[config.mk]
export PLATFORM = sky130hd
export DESIGN_NAME = sha256_compress_engine
export DESIGN_NICKNAME = d
export VERILOG_FILES = /design/src/rtl/sha256_compress_engine.sv
export SDC_FILE = /design/constraint.sdc
export NUM_CORES = 2
export LEC_CHECK = 0
export CORE_AREA = 3 3 406 408
export DETAILED_ROUTE_END_ITERATION = 7
export DIE_AREA = 0 0 409 411
export PLACE_DENSITY = 0.84
export SYNTH_ARGS = -nofsm -noshare
export SYNTH_HDL_FRONTEND = slang
export SYNTH_SLANG_ARGS = --single-unit
[constraint.sdc]
create_clock -name clk -period 9.75 [get_ports clk]
set_input_delay 2.4375 -clock clk [delete_from_list [all_inputs] [get_ports clk]]
set_output_delay 2.4375 -clock clk [all_outputs]
set_load 0.02 [all_outputs]
[src/rtl/sha256_compress_engine.sv]
// sha256_compress_engine
//   SHA-256 compression of one 512-bit block. The engine keeps the working
//   variables a..h, a 16-word sliding message-schedule window and the round
//   constant table internally, and computes UNROLL rounds per clock.
// Ports
//   clk, rst_n          : clock, asynchronous active-low reset
//   in_valid/in_ready   : input handshake for h_in and block_in
//   h_in [255:0]        : chaining value, [255:224]=H0 (a) .. [31:0]=H7 (h)
//   block_in [511:0]    : message block, [511:480]=W0 .. [31:0]=W15
//   out_valid/out_ready : output handshake, digest held while out_valid
//   digest [255:0]      : result, same word order as h_in
//   busy                : high while rounds or the final addition are running
module sha256_compress_engine #(
  parameter int UNROLL    = 1,
  parameter bit FINAL_ADD = 1'b1
) (
  input  logic         clk,
  input  logic         rst_n,
  input  logic         in_valid,
  output logic         in_ready,
  input  logic [255:0] h_in,
  input  logic [511:0] block_in,
  output logic         out_valid,
  input  logic         out_ready,
  output logic [255:0] digest,
  output logic         busy
);

  if (UNROLL != 1 && UNROLL != 2 && UNROLL != 4 && UNROLL != 8) begin : g_bad_unroll
    $error("sha256_compress_engine: UNROLL must be 1, 2, 4 or 8");
  end

  typedef enum logic [1:0] {IDLE = 2'd0, ROUND = 2'd1, FINAL = 2'd2, OUT = 2'd3} state_t;

  localparam logic [31:0] K_C [0:63] = '{
    32'h428a2f98, 32'h71374491, 32'hb5c0fbcf, 32'he9b5dba5, 32'h3956c25b, 32'h59f111f1, 32'h923f82a4, 32'hab1c5ed5,
    32'hd807aa98, 32'h12835b01, 32'h243185be, 32'h550c7dc3, 32'h72be5d74, 32'h80deb1fe, 32'h9bdc06a7, 32'hc19bf174,
    32'he49b69c1, 32'hefbe4786, 32'h0fc19dc6, 32'h240ca1cc, 32'h2de92c6f, 32'h4a7484aa, 32'h5cb0a9dc, 32'h76f988da,
    32'h983e5152, 32'ha831c66d, 32'hb00327c8, 32'hbf597fc7, 32'hc6e00bf3, 32'hd5a79147, 32'h06ca6351, 32'h14292967,
    32'h27b70a85, 32'h2e1b2138, 32'h4d2c6dfc, 32'h53380d13, 32'h650a7354, 32'h766a0abb, 32'h81c2c92e, 32'h92722c85,
    32'ha2bfe8a1, 32'ha81a664b, 32'hc24b8b70, 32'hc76c51a3, 32'hd192e819, 32'hd6990624, 32'hf40e3585, 32'h106aa070,
    32'h19a4c116, 32'h1e376c08, 32'h2748774c, 32'h34b0bcb5, 32'h391c0cb3, 32'h4ed8aa4a, 32'h5b9cca4f, 32'h682e6ff3,
    32'h748f82ee, 32'h78a5636f, 32'h84c87814, 32'h8cc70208, 32'h90befffa, 32'ha4506ceb, 32'hbef9a3f7, 32'hc67178f2
  };

  function automatic logic [31:0] big_s0(input logic [31:0] x);
    return {x[1:0], x[31:2]} ^ {x[12:0], x[31:13]} ^ {x[21:0], x[31:22]};
  endfunction

  function automatic logic [31:0] big_s1(input logic [31:0] x);
    return {x[5:0], x[31:6]} ^ {x[10:0], x[31:11]} ^ {x[24:0], x[31:25]};
  endfunction

  function automatic logic [31:0] small_s0(input logic [31:0] x);
    return {x[6:0], x[31:7]} ^ {x[17:0], x[31:18]} ^ {3'b000, x[31:3]};
  endfunction

  function automatic logic [31:0] small_s1(input logic [31:0] x);
    return {x[16:0], x[31:17]} ^ {x[18:0], x[31:19]} ^ {10'b0000000000, x[31:10]};
  endfunction

  state_t      state_r, state_next_s;
  logic [5:0]  t_r;
  logic [31:0] hv_r    [0:7];   // a..h
  logic [31:0] hcopy_r [0:7];   // chaining value kept for the final addition
  logic [31:0] w_r     [0:15];  // w_r[0] is W[t] for the next round
  logic        in_ready_r, out_valid_r, busy_r;
  logic [255:0] digest_r;

  // Round chain: stage i of these arrays holds the state after i rounds this cycle.
  logic [31:0] st_s  [0:UNROLL][0:7];
  logic [31:0] win_s [0:UNROLL][0:15];
  logic [31:0] t1_s  [0:UNROLL-1];
  logic [31:0] t2_s  [0:UNROLL-1];
  logic        last_round_s;

  // The cycle whose last round is 63 ends the ROUND phase.
  assign last_round_s = (({1'b0, t_r} + 7'(UNROLL)) == 7'd64);

  // Combinational UNROLL-deep round chain including the window update.
  always_comb begin
    for (int k = 0; k <= UNROLL; k++) begin
      for (int j = 0; j < 8; j++) st_s[k][j] = 32'd0;
      for (int j = 0; j < 16; j++) win_s[k][j] = 32'd0;
    end
    for (int k = 0; k < UNROLL; k++) begin
      t1_s[k] = 32'd0;
      t2_s[k] = 32'd0;
    end
    for (int j = 0; j < 8; j++) st_s[0][j] = hv_r[j];
    for (int j = 0; j < 16; j++) win_s[0][j] = w_r[j];
    for (int i = 0; i < UNROLL; i++) begin
      t1_s[i] = st_s[i][7] + big_s1(st_s[i][4])
              + ((st_s[i][4] & st_s[i][5]) ^ (~st_s[i][4] & st_s[i][6]))
              + K_C[t_r + 6'(i)] + win_s[i][0];
      t2_s[i] = big_s0(st_s[i][0])
              + ((st_s[i][0] & st_s[i][1]) ^ (st_s[i][0] & st_s[i][2]) ^ (st_s[i][1] & st_s[i][2]));
      st_s[i+1][0] = t1_s[i] + t2_s[i];
      st_s[i+1][1] = st_s[i][0];
      st_s[i+1][2] = st_s[i][1];
      st_s[i+1][3] = st_s[i][2];
      st_s[i+1][4] = st_s[i][3] + t1_s[i];
      st_s[i+1][5] = st_s[i][4];
      st_s[i+1][6] = st_s[i][5];
      st_s[i+1][7] = st_s[i][6];
      // W[t+16] = s1(W[t+14]) + W[t+9] + s0(W[t+1]) + W[t]; computed even while
      // t<16 so the window is always 16 words ahead of consumption.
      for (int j = 0; j < 15; j++) win_s[i+1][j] = win_s[i][j+1];
      win_s[i+1][15] = small_s1(win_s[i][14]) + win_s[i][9] + small_s0(win_s[i][1]) + win_s[i][0];
    end
  end

  // Next-state logic for IDLE -> ROUND -> FINAL -> OUT -> IDLE.
  always_comb begin
    state_next_s = state_r;
    case (state_r)
      IDLE:    if (in_valid) state_next_s = ROUND; else state_next_s = IDLE;
      ROUND:   if (last_round_s) state_next_s = FINAL; else state_next_s = ROUND;
      FINAL:   state_next_s = OUT;
      OUT:     if (out_ready) state_next_s = IDLE; else state_next_s = OUT;
      default: state_next_s = IDLE;
    endcase
  end

  // State register.
  always_ff @(posedge clk or negedge rst_n) begin
    if (!rst_n) state_r <= IDLE;
    else        state_r <= state_next_s;
  end

  // Datapath: block load, round updates and final digest formation.
  always_ff @(posedge clk or negedge rst_n) begin
    if (!rst_n) begin
      t_r      <= 6'd0;
      digest_r <= 256'd0;
      for (int j = 0; j < 8; j++) begin
        hv_r[j]    <= 32'd0;
        hcopy_r[j] <= 32'd0;
      end
      for (int j = 0; j < 16; j++) w_r[j] <= 32'd0;
    end else begin
      case (state_r)
        IDLE: begin
          if (in_valid) begin
            t_r <= 6'd0;
            for (int j = 0; j < 8; j++) begin
              hv_r[j]    <= h_in[255-32*j -: 32];
              hcopy_r[j] <= h_in[255-32*j -: 32];
            end
            for (int j = 0; j < 16; j++) w_r[j] <= block_in[511-32*j -: 32];
          end
        end
        ROUND: begin
          t_r <= t_r + 6'(UNROLL);
          for (int j = 0; j < 8; j++) hv_r[j] <= st_s[UNROLL][j];
          for (int j = 0; j < 16; j++) w_r[j] <= win_s[UNROLL][j];
        end
        FINAL: begin
          for (int j = 0; j < 8; j++) begin
            if (FINAL_ADD) digest_r[255-32*j -: 32] <= hcopy_r[j] + hv_r[j];
            else           digest_r[255-32*j -: 32] <= hv_r[j];
          end
        end
        default: begin
          t_r <= t_r;
        end
      endcase
    end
  end

  // Handshake and status outputs, registered from the next state.
  always_ff @(posedge clk or negedge rst_n) begin
    if (!rst_n) begin
      in_ready_r  <= 1'b1;
      out_valid_r <= 1'b0;
      busy_r      <= 1'b0;
    end else begin
      in_ready_r  <= (state_next_s == IDLE);
      out_valid_r <= (state_next_s == OUT);
      busy_r      <= (state_next_s == ROUND) || (state_next_s == FINAL);
    end
  end

  assign in_ready  = in_ready_r;
  assign out_valid = out_valid_r;
  assign busy      = busy_r;
  assign digest    = digest_r;

endmodule

==> reports/results.tsv <==
stage	metric	value	unit
sta	relative slew slack	0.2238	
sta	crit path time final	8307	ps
sta	fmax	0.1204	GHz
layout	leading cell type in the layout, fill and taps excluded	nand2_1	
yosys	Synth Cell Area	81530	µm²
cts	root buffer cell	clkbuf_16	
cts	CTS buffer count	144	
global_route	first-pass GRT wire length	496300	µm
global_route	total gr overflow	0	
die	die extent in y	411	µm
sta	Final Max Tran Viols	0	
cts	CTS tree	yes	
drt	via-per-instance ratio	6.053	
critical_path	most frequent CP cell	a21oi_1	
sta	setup TNS	0	ps
drt	First DRT Iteration DRCs	9734	
die	Core Region	162000	µm²
drt	Routed WL	341300	µm
run_status	status	finished clean	
drt	Post-route DRC	0	
global_route	initial antenna violation count	76	
critical_path	kind of cell adding the most delay to the critical path	compound AO/OA/AOI/OAI gates	
yosys	Post-Syn Area per Cell	8.168	µm²
yosys	sequential area share after synthesis	0.3963	
yosys	syn_nets	11340	
critical_path	CP max stage cell	fa_1	
critical_path	Worst Path Class, Setup	reg2reg	
die	num rows	148	
drt	ANT nets after route	0	
yosys	area leader, netlist	dfrtp_1	
global_route	Global Route Usage Sum	0.3954	
cts	Clock Sinks	1291	
drt	mean routed wirelength per cell	26.32	µm
layout	Layout Nets	11990	
sta	unrepaired setup endpoints after global routing	no	
yosys	Ys Warns	0	
yosys	Seq cells post-synth	1291	
yosys	fraction of registers with async set or reset after synthesis	1.000	
die	Die Area	168100	µm²
critical_path	worst path buffer plus inverter count	6	
sta	post-route setup slack	1443	ps
cts	insertion delay to the later sink of the worst-skew pair	840	ps
yosys	Primary FF master, synth	dfrtp_1	
cts	# resized after CTS	0	
drt	via total after detailed routing	78470	
sta	endpoints failing setup	0	
sta	Final Cycle Share	0.8520	
die	Die Wd	409	µm
cts	clock transition at the registers of the reported paths	60	ps
critical_path	critical path peak fanout	9	
place	port bufs	1030	
layout	most frequent cells in the layout	2629 x nand2_1, 1289 x dfrtp_1, 1029 x clkdlybuf4s50_1	
global_route	largest net degree at the start of global routing	210	
place	DP Worst Slack	1549	ps
critical_path	crit end category	flop	
yosys	Post-synth EDFFs	0	
die	Initial Utilization	0.5032	
sta	final hold violation count	0	
die	IO Count	1031	
critical_path	Critical Path RT	10440	ps
place	DP HPWL	262800	µm
cts	CTS HTree Levels	4	
place	Final GP Congestion	1.028	
drt	drt first pass iters	8	
critical_path	Crit path largest cell delay	670	ps
yosys	top cell type's share of synthesized area	0.3959	
sta	Least-Margin Pin Slew	1162	ps
layout	share of layout cells above drive strength 1	0.03671	
yosys	top post-synthesis cells by area	dfrtp_1 40%, nand2_1 12%, ha_1 6.1%	
cts	Hold-fix buffers, CTS	0	
cts	post-CTS setup buffer count	0	
flow_run	Max-Cap Viols	0	
critical_path	arrival time worst endpoint	8990	ps
global_route	vias in the first global route	75820	
yosys	post-synthesis cell type count	87	
cts	CTS max path bufs	3	
min_path	Worst Hold Class	reg2reg	
sta	Final Skew	38.94	ps
yosys	Cells after Synth	9982	
critical_path	startpoint types	flop	
layout	# fillers	13940	
layout	synthesis-to-finish area growth	20.47	%
## state kept, by name, indices dropped and copies added (netlist names)
| register | count |
|---|---|
| busy | 1 |
| w_r | 512 |
| hv_r | 256 |
| t_r | 6 |
| digest | 256 |
| in_ready | 1 |
| out_valid | 1 |
| state_r | 2 |
| hcopy_r | 256 |
## worst register-to-register path, delay by kind of cell, from the launching register on
family / cells / cell delay [ps]
buf+inv: 6 / 850
flops: 1 / 370
fa+ha+maj: 6 / 2430
compound gates: 20 / 4030
simple gates: 1 / 80
xor+xnor: 2 / 420
## cell usage after synthesis, types with 56 or more instances
cell / number
nor2_1: 943
a21oi_1: 419
clkbuf_1: 567
fa_1: 195
dfrtp_1: 1290
a31oi_1: 741
o21ai_0: 414
nand2b_1: 58
xor2_1: 251
nor3_1: 90
o21a_1: 67
o31ai_1: 56
o21ai_1: 61
inv_1: 501
nand2_1: 2634
a21o_1: 170
nand3_1: 96
o22ai_1: 65
o21bai_1: 63
ha_1: 395
xnor2_1: 315
## metrics by stage
step                      instance area [µm²]  cells    util  hold slack (ps)
after global placement                  93250  12650  0.5755            459.3
after floorplan                         81530   9982       -            449.7
after detailed placement                93250  12650  0.5755            460.4
final                                   98220  12960  0.6062            471.3
after CTS                               98080  12910  0.6053            473.4
after global routing                    98190  12950  0.6060            493.2
## cell families (layout without fill, tap and decap cells)
logic type      after synthesis  count (layout)  share of synthesized area
compound gates             2289            2289                     0.1743
xor+xnor                    566             566                    0.06080
fa+ha+maj                   593             593                     0.1089
buf+inv                    1128            1879                    0.05195
flops                      1291            1291                     0.3963
mux                          49              49                   0.007275
other cells                   0              56                          0
simple gates               4066            4066                     0.2005
## routing by layer
metal | vias to the layer above | track usage | routed length [µm]
li1 | 34940 | - | -
met1 | 37920 | 0.4881 | 127200
met2 | 4469 | 0.6168 | 153500
met3 | 1099 | 0.09453 | 32900
met4 | 44 | 0.2663 | 27390
met5 | - | 0 | 282
## cell type report
type,count,area (µm²),area share
diodes,56,140.1,0.001427
multi-input cells,7563,45050,0.4587
flip-flops and latches,1291,32310,0.3290
clock buffers,207,4177,0.04252
inverters,506,1899,0.01934
repair buffers,1119,11270,0.1148
well taps,2175,2721,0.02771
clock inverters,47,649.4,0.006612
## worst paths after layout
check / startpoint / end / slack, ps / depth (start not counted)
worst max-delay path: t_r[0] / hv_r[255] / 1440 / 35
worst min-delay path: digest[239] / digest[239] / 470 / 2
worst max register to register: t_r[0] / hv_r[255] / 1440 / 35
worst min register to register: digest[239] / digest[239] / 470 / 2
max in group asynchronous: rst_n / w_r[37] / 6000 / 3
min in group asynchronous: rst_n / digest[176] / 1580 / 1
Power is not shown: default switching activity piles up to over one toggle a cycle in this logic, so the estimate is an artifact.
